`src/rtl/iq_setpoint_sequencer.sv`:
```
// Slew-limited q-axis current setpoint sequencer: ramps o_iq_aim toward an accepted target, then holds.
// Define IQ_SEQ_WATCHDOG_EN to build in the consecutive-overcurrent watchdog and its FAULT state.
module iq_setpoint_sequencer #(
  parameter logic [15:0] STEP         = 16'd4,
  parameter logic [15:0] HOLD_PERIODS = 16'd9000,
  parameter logic [15:0] LIMIT        = 16'd1000,
  parameter logic [7:0]  TRIP_CNT     = 8'd16
) (
  input  logic               clk,
  input  logic               rstn,
  input  logic               i_en_idq,
  input  logic signed [15:0] i_iq,
  input  logic               i_tgt_valid,
  output logic               o_tgt_ready,
  input  logic signed [15:0] i_tgt,
  output logic signed [15:0] o_iq_aim,
  output logic               o_busy,
  input  logic               i_fault_clr,
  output logic               o_fault
);

  typedef enum logic [1:0] {IDLE, RAMP, HOLD, FAULT} state_t;

  state_t             state;
  logic signed [15:0] tgt;
  logic signed [15:0] aim;
  logic [15:0]        hold_cnt;
  logic               ready_q;
  logic               busy_q;
  logic               fault_q;

  // Distance to target in 17 bits so opposite-sign extremes cannot wrap.
  logic signed [16:0] diff;
  logic [16:0]        diff_abs;
  logic               step_hit;
  logic [15:0]        aim_toward;

  assign diff       = {tgt[15], tgt} - {aim[15], aim};
  assign diff_abs   = diff[16] ? (~diff + 17'sd1) : diff;
  assign step_hit   = (diff_abs <= {1'b0, STEP});
  assign aim_toward = diff[16] ? (aim - STEP) : (aim + STEP);

  logic trip;
  logic fault_clr_go;

`ifdef IQ_SEQ_WATCHDOG_EN
  logic [7:0]  wd_cnt;
  logic [16:0] iq_abs;
  logic        over_limit;

  assign iq_abs       = i_iq[15] ? (17'd0 - {i_iq[15], i_iq}) : {1'b0, i_iq};
  assign over_limit   = (iq_abs > {1'b0, LIMIT});
  assign trip         = (wd_cnt >= TRIP_CNT);
  assign fault_clr_go = (state == FAULT) && i_fault_clr;

  // Saturating run-length of consecutive over-limit periods.
  always_ff @(posedge clk or negedge rstn) begin
    if (!rstn) begin
      wd_cnt <= 8'd0;
    end else if (fault_clr_go) begin
      wd_cnt <= 8'd0;
    end else if (i_en_idq) begin
      if (!over_limit) wd_cnt <= 8'd0;
      else if (wd_cnt != 8'hFF) wd_cnt <= wd_cnt + 8'd1;
    end
  end
`else
  logic unused_inputs;
  assign unused_inputs = ^{i_iq, i_fault_clr};
  assign trip          = 1'b0;
  assign fault_clr_go  = 1'b0;
`endif

  // A trip overrides every other transition except the acknowledge that clears it.
  always_ff @(posedge clk or negedge rstn) begin
    if (!rstn) begin
      state    <= IDLE;
      tgt      <= '0;
      aim      <= '0;
      hold_cnt <= '0;
      ready_q  <= 1'b1;
      busy_q   <= 1'b0;
      fault_q  <= 1'b0;
    end else if (trip && !fault_clr_go) begin
      state    <= FAULT;
      aim      <= '0;
      hold_cnt <= '0;
      ready_q  <= 1'b0;
      busy_q   <= 1'b0;
      fault_q  <= 1'b1;
    end else begin
      case (state)
        IDLE: begin
          if (i_tgt_valid) begin
            tgt     <= i_tgt;
            state   <= RAMP;
            ready_q <= 1'b0;
            busy_q  <= 1'b1;
          end
        end
        RAMP: begin
          if (i_en_idq) begin
            if (step_hit) begin
              aim      <= tgt;
              hold_cnt <= HOLD_PERIODS;
              state    <= HOLD;
            end else begin
              aim <= aim_toward;
            end
          end
        end
        HOLD: begin
          if (hold_cnt == 16'd0 || (i_en_idq && hold_cnt == 16'd1)) begin
            hold_cnt <= 16'd0;
            state    <= IDLE;
            ready_q  <= 1'b1;
            busy_q   <= 1'b0;
          end else if (i_en_idq) begin
            hold_cnt <= hold_cnt - 16'd1;
          end
        end
        FAULT: begin
          if (fault_clr_go) begin
            state   <= IDLE;
            ready_q <= 1'b1;
            fault_q <= 1'b0;
          end
        end
        default: state <= IDLE;
      endcase
    end
  end

  assign o_tgt_ready = ready_q;
  assign o_busy      = busy_q;
  assign o_fault     = fault_q;
  assign o_iq_aim    = aim;

endmodule

```
`config.mk`:
```
export PLATFORM = sky130hd
export DESIGN_NAME = iq_setpoint_sequencer
export DESIGN_NICKNAME = d
export VERILOG_FILES = /design/src/rtl/iq_setpoint_sequencer.sv
export SDC_FILE = /design/constraint.sdc
export NUM_CORES = 1
export LEC_CHECK = 0
export ABC_AREA = 0
export CORE_UTILIZATION = 62
export DETAILED_ROUTE_END_ITERATION = 7
export PLACE_DENSITY = 0.93
export SLEW_MARGIN = 20
export SYNTH_ARGS = -nofsm -noshare
export SYNTH_HDL_FRONTEND = slang
export SYNTH_SLANG_ARGS = --single-unit
```
`constraint.sdc`:
```
create_clock -name clk -period 13.99 [get_ports clk]
set_input_delay 2.798 -clock clk [delete_from_list [all_inputs] [get_ports clk]]
set_output_delay 2.798 -clock clk [all_outputs]
set_load 0.005 [all_outputs]
```
==> results of run 1 <==
-- logic make-up after synthesis --
logic type,Yosys count
compound gates,171
xor+xnor,25
fa+ha+maj,38
buf+inv,55
flops,52
mux,35
other cells,1
simple gates,170
-- metrics by stage --
step	instances	hold WS, ps	setup slack [ps]
global route	671	527	8220
detailed placement	663	486	8260
floorplan	547	458	9350
global placement	663	486	8300
finish	671	511	8430
CTS	671	513	8520
-- state kept, by name (all words and copies together) (netlist names) --
signal	cells
o_iq_aim	16
tgt	16
hold_cnt	16
o_busy	1
o_tgt_ready	1
state	2
-- area by class of cell --
| type | instances | share of cell area (%) |
|---|---|---|
| Multi-Input combinational cell | 440 | 60.6 |
| Sequential cell | 52 | 24.8 |
| Timing Repair Buffer | 40 | 7.37 |
| Tap cell | 99 | 2.35 |
| Inverter | 32 | 2.28 |
| Clock buffer | 5 | 1.31 |
| Clock inverter | 3 | 1.31 |
-- worst paths after layout --
path                                             to  slack [ps]  cells after the start
max reg2reg                o_iq_aim[12]$_DFFE_PN0P_        8430                     13
min                        hold_cnt[10]$_DFFE_PN0P_         510                      1
min in group asynchronous  hold_cnt[12]$_DFFE_PN0P_        2590                      2
max in group asynchronous   hold_cnt[7]$_DFFE_PN0P_       10960                      2
max                        o_iq_aim[12]$_DFFE_PN0P_        8430                     13
min reg2reg                hold_cnt[10]$_DFFE_PN0P_         510                      1
-- layout by cell type, fill, tap and decap left out, drive strengths merged, types with 5 or more instances in the layout --
cell type	n
nor3	14
dfrtp	51
nand3	10
xnor2	14
a21o	9
or3	7
o2bb2ai	6
o22ai	6
a21oi	34
inv	33
nor4	6
o21a	11
mux2i	15
nand2	52
nand2b	10
clkbuf	5
nor2b	11
o211ai	17
mux2	20
ha	36
xor2	11
clkdlybuf4s50	36
a22o	5
o21ai	44
and2	7
nor2	27
nand4	7
-- metal layers --
layer	GRT usage [%]	vias to the layer above	wire (µm)
met5	0	-	0
met4	12.4	0	310
met3	3.69	37	717
met2	54.4	192	6100
met1	39.5	2157	5020
li1	-	2069	-
==> reports/results.txt, run 1 <==
Final Util -> 72.2%
CTS Buf Count -> 5
number of synthesized flops with an enable pin -> 0
DRT Pass-1 Iters -> 5
ANT nets after route -> 0
CP Class -> flop to flop
min-delay worst type -> flop to flop
status -> complete, no violations
Multi-input gate area -> 3190 µm²
hold path start -> hold_cnt[10]$_DFFE_PN0P_
ys async rst share -> 100%
gr usage total -> 31.2%
WP data arrival -> 5760 ps
Fin Setup TNS -> 0 ps
via/cell ratio -> 6.64
PostCTS Resize Cnt -> 0
Iter 0 DRT Violations -> 370
XOR/XNOR Fraction of Synth Area -> 4.63%
DR DRC count -> 0
CP Max Fanout -> 24
Slew @ Worst Pin -> 1010 ps
Max-slew headroom -> 32.6%
top-area cell type share of the netlist area -> 27.0%
chip height -> 89.3 µm
Reg clk slew, reported paths -> 110 ps
Buffers & Inverters on Critical Path -> 1
crit share post-route -> 39.7%
yosys warns -> 0
CORE AREA -> 7290 µm²
H-Tree Depth -> 2
CTS Hold Bufs -> 0
vias in the first global route -> 4266
Critical Path RT -> 14190 ps
critical path launch point type -> flop
post-synthesis compound-gate area fraction -> 25.7%
antenna violations before repair -> 0
io pins -> 56
clock sinks -> 52
Worst path max stage delay -> 1020 ps
Die X -> 89.3 µm
top post-synthesis cells by area -> dfrtp_1 (27%), ha_1 (9.5%), mux2_2 (4.5%), o21ai_0 (4.2%), nand2_1 (4.1%)
WL/cell -> 18.1 µm
placed cell areas -> 5120 µm²
CTS tree -> yes
post-synthesis adder-cell area fraction -> 10.4%
fin nets -> 646
most common cell in the netlist -> nand2_1
area added between synthesis and finish -> 11.3%
share of cells above drive strength 1 -> 9.27%
vias -> 4455
critical path capture point type -> flop
GR Overflow Total -> 0
maxcap violations -> 0
Final Hold Fails -> 0
CP cell instances -> ha_1 > fa_1 > nand2b_1 > a211o_1 > a21oi_1 > o21a_1 > inv_1 > a22o_1 > a222oi_1 > o211ai_1 > or4_1 > mux2_1 > mux2_2
Synth Cell Area -> 4730 µm²
mux cell area share after synthesis -> 7.94%
Syn Inst Count -> 547
synth cell count leaders -> nand2_1 (52), dfrtp_1 (51), o21ai_0 (40), ha_1 (36)
crit path from -> o_iq_aim[0]$_DFFE_PN0P_
Clock Skew -> 16.8 ps
Core Rows -> 31
register area share after synthesis -> 27.6%
Placer Congestion -> 0.899
simple-gate share of the synthesized area -> 18.8%
fill count -> 517
diode count -> 0
Final min period -> 5560 ps
largest family of logic cells by synthesized area -> compound AO/OA/AOI/OAI gates
DP HPWL -> 8570 µm
Crit path max-delay family -> compound AO/OA/AOI/OAI gates
Post-Syn Area per Cell -> 8.64 µm²
cell at the slowest stage of the critical path -> or4_1
Register Area -> 1300 µm²
final setup fails -> 0
Starting Density -> 64.8%
fmax -> 180 MHz
reg2reg start -> o_iq_aim[0]$_DFFE_PN0P_
Root Buffer -> clkbuf_8
Clock Tree Buf Depth -> 2
die area -> 7980 µm²
Netlist cell types -> 79
RSZ-0062 raised after global routing -> no
latest clock arrival within the worst-skew pair -> 320 ps
largest net degree at the start of global routing -> 53
Post-synth top flop -> dfrtp_1
total wire length -> 12100 µm
design area -> 5260 µm²
flops & latches, synth -> 52
Port Buf Inserts -> 37
postcts setup bufs -> 0
Synth area leader -> dfrtp_1
Final Max Tran Viols -> 0
Mapped Nets -> 622
first-pass GRT wire length -> 19500 µm
Power of run 1 is not shown: default switching activity piles up to over one toggle a cycle in this logic, so the estimate is an artifact.
==> run 2: changes to the inputs <==
--- a/config.mk
+++ b/config.mk
@@ -6,9 +6,9 @@
 export NUM_CORES = 1
 export LEC_CHECK = 0
 export ABC_AREA = 0
-export CORE_UTILIZATION = 62
+export CORE_UTILIZATION = 52
 export DETAILED_ROUTE_END_ITERATION = 7
-export PLACE_DENSITY = 0.93
+export PLACE_DENSITY = 0.84
 export SLEW_MARGIN = 20
 export SYNTH_ARGS = -nofsm -noshare
 export SYNTH_HDL_FRONTEND = slang
==> constraint.sdc (replaced) <==
create_clock -name clk -period 5.1 [get_ports clk]
set_input_delay 1.02 -clock clk [delete_from_list [all_inputs] [get_ports clk]]
set_output_delay 1.02 -clock clk [all_outputs]
set_load 0.005 [all_outputs]
==> reports/results.txt, run 2 (synthesized netlist as in run 1, its figures left out) <==
critical path capture point type -> flop (unchanged)
WP data arrival -> 5050 ps (was 5760 ps)
Worst path max stage delay -> 590 ps (was 1020 ps)
DRT Pass-1 Iters -> 5 (unchanged)
die area -> 9480 µm² (was 7980 µm²)
fin nets -> 650 (was 646)
largest net degree at the start of global routing -> 53 (unchanged)
io pins -> 56 (unchanged)
final setup fails -> 0 (unchanged)
FF-to-FF setup slack -> 280 ps (was 8430 ps)
Clock Skew -> 9.50 ps (was 16.8 ps)
crit share post-route -> 94.5% (was 39.7%)
Max-slew headroom -> 41.9% (was 32.6%)
latest clock arrival within the worst-skew pair -> 310 ps (was 320 ps)
WL met1 -> 5170 µm (was 5020 µm)
CP Class -> flop to flop (unchanged)
Core Rows -> 34 (was 31)
worst-case reg-to-reg path depth -> 15 (was 13)
H-Tree Depth -> 2 (unchanged)
Worst Hold End -> hold_cnt[3]$_DFFE_PN0P_ (was hold_cnt[10]$_DFFE_PN0P_)
WHS -> 520 ps (was 511 ps)
fill count -> 732 (was 517)
RSZ-0062 raised after global routing -> no (unchanged)
cell at the slowest stage of the critical path -> or4_1 (unchanged)
hold path start -> hold_cnt[3]$_DFFE_PN0P_ (was hold_cnt[10]$_DFFE_PN0P_)
Die X -> 97.3 µm (was 89.3 µm)
first-pass GRT wire length -> 19500 µm (unchanged)
Starting Density -> 53.9% (was 64.8%)
area added between synthesis and finish -> 11.3% (unchanged)
ANT nets after route -> 0 (unchanged)
most frequent cells in the layout -> nand2_1 (52), dfrtp_1 (51), o21ai_0 (40), ha_1 (36), clkdlybuf4s50_1 (36) (unchanged)
clock sinks -> 52 (unchanged)
Placer Congestion -> 0.895 (was 0.899)
total wire length -> 11800 µm (was 12100 µm)
Critical Path RT -> 5330 ps (was 14190 ps)
Final Hold Fails -> 0 (unchanged)
Final min period -> 4820 ps (was 5560 ps)
chip height -> 97.3 µm (was 89.3 µm)
PostCTS Resize Cnt -> 0 (unchanged)
Iter 0 DRT Violations -> 255 (was 370)
CTS tree -> yes (unchanged)
Fin Setup TNS -> 0 ps (unchanged)
via/cell ratio -> 6.41 (was 6.64)
commonest non-fill, non-tap cell in the layout -> nand2_1 (unchanged)
maxcap violations -> 0 (unchanged)
Slew @ Worst Pin -> 870 ps (was 1010 ps)
status -> complete, no violations (unchanged)
DP HPWL -> 8780 µm (was 8570 µm)
reg2reg end -> state[0]$_DFFE_PN0P_ (was o_iq_aim[12]$_DFFE_PN0P_)
critical path launch point type -> flop (unchanged)
Port Buf Inserts -> 37 (unchanged)
vias -> 4386 (was 4455)
design area -> 5260 µm² (unchanged)
fmax -> 207 MHz (was 180 MHz)
placed cell areas -> 5160 µm² (was 5120 µm²)
CP cell instances -> inv_1 > ha_1 > fa_1 > nand2b_1 > a211o_1 > o2bb2ai_2 > a2111oi_4 > o21ai_2 > a2111oi_2 > o311ai_0 > and2_1 > or4_1 > buf_4 > a21oi_1 > mux2i_1 (was ha_1 > fa_1 > nand2b_1 > a211o_1 > a21oi_1 > o21a_1 > inv_1 > a22o_1 > a222oi_1 > o211ai_1 > or4_1 > mux2_1 > mux2_2)
Final Max Tran Viols -> 0 (unchanged)
share of cells above drive strength 1 -> 9.90% (was 9.27%)
Root Buffer -> clkbuf_8 (unchanged)
antenna violations before repair -> 0 (unchanged)
hold depth -> 1 (unchanged)
GR Overflow Total -> 0 (unchanged)
postcts setup bufs -> 0 (unchanged)
Crit path max-delay family -> compound AO/OA/AOI/OAI gates (unchanged)
CTS Buf Count -> 5 (unchanged)
WL/cell -> 17.3 µm (was 18.1 µm)
Buffers & Inverters on Critical Path -> 2 (was 1)
CORE AREA -> 8760 µm² (was 7290 µm²)
reg2reg start -> tgt[0]$_DFFE_PN0P_ (was o_iq_aim[0]$_DFFE_PN0P_)
gr usage total -> 24.7% (was 31.2%)
diode count -> 0 (unchanged)
DR WL met2 -> 5780 µm (was 6100 µm)
CTS Hold Bufs -> 0 (unchanged)
Clock Tree Buf Depth -> 2 (unchanged)
CP Max Fanout -> 15 (was 24)
vias in the first global route -> 4238 (was 4266)
min-delay worst type -> flop to flop (unchanged)
DR DRC count -> 0 (unchanged)
Reg clk slew, reported paths -> 100 ps (was 110 ps)
met3 routed WL -> 628 µm (was 717 µm)
Top Metal Used -> met4 (unchanged)
-- run 2: final cells by class --
class | count | area (µm²) | share of cell area [%]
flip-flops and latches | 52 | 1300 | 24.8
well taps | 108 | 135 | 2.57
clock buffers | 6 | 82.6 | 1.57
multi-input cells | 440 | 3190 | 60.6
clock inverters | 2 | 13.8 | 0.262
repair buffers | 44 | 418 | 7.94
inverters | 32 | 120 | 2.28
-- run 2: how the worst max path moves through the flow --
stage,from,to,slack (ps),cells past startpoint
final,tgt[0]$_DFFE_PN0P_,state[0]$_DFFE_PN0P_,280,15
after global routing,tgt[0]$_DFFE_PN0P_,state[0]$_DFFE_PN0P_,70,15
after CTS,o_iq_aim[0]$_DFFE_PN0P_,state[0]$_DFFE_PN0P_,330,14
after detailed placement,tgt[0]$_DFFE_PN0P_,state[0]$_DFFE_PN0P_,370,15
after global placement,o_iq_aim[0]$_DFFE_PN0P_,state[0]$_DFFE_PN0P_,510,14
after floorplan,o_iq_aim[0]$_DFFE_PN0P_,o_iq_aim[12]$_DFFE_PN0P_,460,19
-- run 2: stage by stage --
stage | utilization [%] | setup slack (ps) | std cells
after floorplan | - | 460 | 547
after global placement | 58.9 | 511 | 676
after detailed placement | 58.9 | 366 | 676
after CTS | 60.0 | 325 | 684
after global routing | 60.0 | 73.7 | 684
final | 60.0 | 280 | 684
-- run 2: per-layer routing --
layer  GRT usage (%)  vias to the layer above
li1                -                     2084
met1            32.6                     2121
met2            42.3                      159
met3            2.73                       22
met4            8.14                        0
met5               0                        -
Power of run 2 is left out for the same reason.
==> run 3: changes to the inputs <==
--- a/config.mk
+++ b/config.mk
@@ -6,8 +6,10 @@
 export NUM_CORES = 1
 export LEC_CHECK = 0
 export ABC_AREA = 0
+export CAP_MARGIN = 20
 export CORE_UTILIZATION = 52
 export DETAILED_ROUTE_END_ITERATION = 7
+export GPL_ROUTABILITY_DRIVEN = 0
 export PLACE_DENSITY = 0.84
 export SLEW_MARGIN = 20
 export SYNTH_ARGS = -nofsm -noshare
==> constraint.sdc (replaced) <==
create_clock -name clk -period 4 [get_ports clk]
set_input_delay 0.8 -clock clk [delete_from_list [all_inputs] [get_ports clk]]
set_output_delay 0.8 -clock clk [all_outputs]
set_load 0.005 [all_outputs]
==> reports/results.txt, run 3 (synthesized netlist as in run 1, its figures left out) <==
violated checks -> negative setup slack
commonest non-fill, non-tap cell in the layout -> buf_4 (was nand2_1)
WHS -> 517 ps (was 520 ps)
Final Util -> 71.9% (was 60.0%)
io pins -> 56 (unchanged)
critical path launch point type -> flop (unchanged)
Iter 0 DRT Violations -> 396 (was 255)
via/cell ratio -> 6.57 (was 6.41)
H-Tree Depth -> 2 (unchanged)
pre-CTS setup slack -> -336 ps (was 366 ps)
WP data arrival -> 4610 ps (was 5050 ps)
Slew @ Worst Pin -> 1060 ps (was 870 ps)
Reg clk slew, reported paths -> 100 ps (about the same)
Core Rows -> 34 (unchanged)
antenna violations before repair -> 0 (unchanged)
hold path start -> hold_cnt[5]$_DFFE_PN0P_ (was hold_cnt[3]$_DFFE_PN0P_)
GR Overflow Total -> 0 (unchanged)
min-delay worst type -> flop to flop (unchanged)
chip height -> 97.3 µm (unchanged)
most frequent cells in the layout -> buf_4 (79), nand2_1 (51), dfrtp_1 (51), clkdlybuf4s50_1 (36), ha_1 (34) (was nand2_1 (52), dfrtp_1 (51), o21ai_0 (40), ha_1 (36), clkdlybuf4s50_1 (36))
total wire length -> 15300 µm (was 11800 µm)
maxcap violations -> 0 (unchanged)
Critical Path RT -> 4220 ps (was 5330 ps)
reg2reg end -> o_iq_aim[15]$_DFFE_PN0P_ (was state[0]$_DFFE_PN0P_)
worst-case reg-to-reg path depth -> 16 (was 15)
CTS tree -> yes (unchanged)
crit share post-route -> 110% (was 94.5%)
DR DRC count -> 0 (unchanged)
area added between synthesis and finish -> 33.2% (was 11.3%)
placed cell areas -> 5750 µm² (was 5160 µm²)
DP HPWL -> 9880 µm (was 8780 µm)
FF-to-FF setup slack -> -380 ps (was 280 ps)
Final Hold Fails -> 0 (unchanged)
CTS Hold Bufs -> 0 (unchanged)
ANT nets after route -> 0 (unchanged)
CTS Buf Count -> 5 (unchanged)
Clock Skew -> 19.4 ps (was 9.50 ps)
first-pass GRT wire length -> 23800 µm (was 19500 µm)
fin nets -> 730 (was 650)
vias in the first global route -> 5078 (was 4238)
final setup fails -> 34 (was 0)
CP Max Fanout -> 8 (was 15)
status -> finished, violations left (was complete, no violations)
Clock Tree Buf Depth -> 2 (unchanged)
clock sinks -> 52 (unchanged)
fmax -> 228 MHz (was 207 MHz)
largest net degree at the start of global routing -> 39 (was 53)
Port Buf Inserts -> 37 (unchanged)
Final min period -> 4380 ps (was 4820 ps)
gr usage total -> 30.5% (was 24.7%)
Max-slew headroom -> 29.4% (was 41.9%)
design area -> 6300 µm² (was 5260 µm²)
Starting Density -> 53.9% (unchanged)
Die X -> 97.3 µm (unchanged)
WL/cell -> 20.0 µm (was 17.3 µm)
Root Buffer -> clkbuf_8 (unchanged)
die area -> 9480 µm² (unchanged)
latest clock arrival within the worst-skew pair -> 310 ps (about the same)
CORE AREA -> 8760 µm² (unchanged)
RSZ-0062 raised after global routing -> yes (was no)
share of cells above drive strength 1 -> 27.9% (was 9.90%)
diode count -> 0 (unchanged)
critical path capture point type -> flop (unchanged)
DRT Pass-1 Iters -> 5 (unchanged)
reg2reg start -> o_iq_aim[0]$_DFFE_PN0P_ (was tgt[0]$_DFFE_PN0P_)
vias -> 5017 (was 4386)
Worst Hold End -> hold_cnt[5]$_DFFE_PN0P_ (was hold_cnt[3]$_DFFE_PN0P_)
hold depth -> 1 (unchanged)
setup ws final -> -384 ps (was 280 ps)
Final Max Tran Viols -> 0 (unchanged)
CP Class -> flop to flop (unchanged)
## run 3: cell count changes in the layout (fill, tap and decap cells not counted), sizes merged
cell / delta
clkbuf: +2
buf: +79
inv: -1
## run 3: area by class of cell
cell class,count,area [µm²]
clock inverter,1,5.00
multi-input combinational,440,3570
fill,546,2460
sequential,52,1300
timing repair buffer,124,1090
clock buffer,7,76.3
tap,108,135
inverter,32,120
## run 3: per-stage QoR
step                      cells  TNS [ps]
after floorplan             547      -742
after global placement      747     -2610
after detailed placement    747     -5680
after CTS                   761     -2190
after global routing        764    -14110
final                       764     -8760
## run 3: per-layer routing
| metal | global-route usage, % | up-vias | part of all wire [%] |
|---|---|---|---|
| li1 | - | 2237 | - |
| met1 | 35.2 | 2412 | 38 |
| met2 | 55.9 | 293 | 51 |
| met3 | 3.67 | 75 | 6.4 |
| met4 | 14.6 | 0 | 4.5 |
| met5 | 0 | - | 0 |
## run 3: worst max-delay path, cell delays in order, from the launching register on
cell	delay, ps
dfrtp_1	410
ha_2	190
fa_2	340
nand2b_4	170
a211o_4	410
o2bb2ai_4	210
xnor2_2	210
buf_4	150
a21boi_0	210
o211ai_1	150
a222oi_1	340
o211ai_1	220
buf_4	180
or4_4	470
buf_4	210
a21oi_1	200
a2bb2oi_2	200
## run 3: worst max path at each step
stage	startpoint	end	slack, ps	cells after the start
after floorplan	o_iq_aim[0]$_DFFE_PN0P_	o_iq_aim[12]$_DFFE_PN0P_	-180	19
after global placement	tgt[0]$_DFFE_PN0P_	o_iq_aim[12]$_DFFE_PN0P_	-210	14
after detailed placement	tgt[0]$_DFFE_PN0P_	state[0]$_DFFE_PN0P_	-340	15
after CTS	tgt[0]$_DFFE_PN0P_	o_iq_aim[12]$_DFFE_PN0P_	-160	13
after global routing	tgt[0]$_DFFE_PN0P_	o_iq_aim[15]$_DFFE_PN0P_	-520	17
final	o_iq_aim[0]$_DFFE_PN0P_	o_iq_aim[15]$_DFFE_PN0P_	-380	16
## run 3: what timing repair did
item,in CTS,in global routing
setup endpoints to repair,34,34
pin swaps,23,18
cloned,1,0
hold endpoints to repair,0,0
setup buffers,5,3
resized for setup,65,21
Power of run 3 is left out for the same reason.
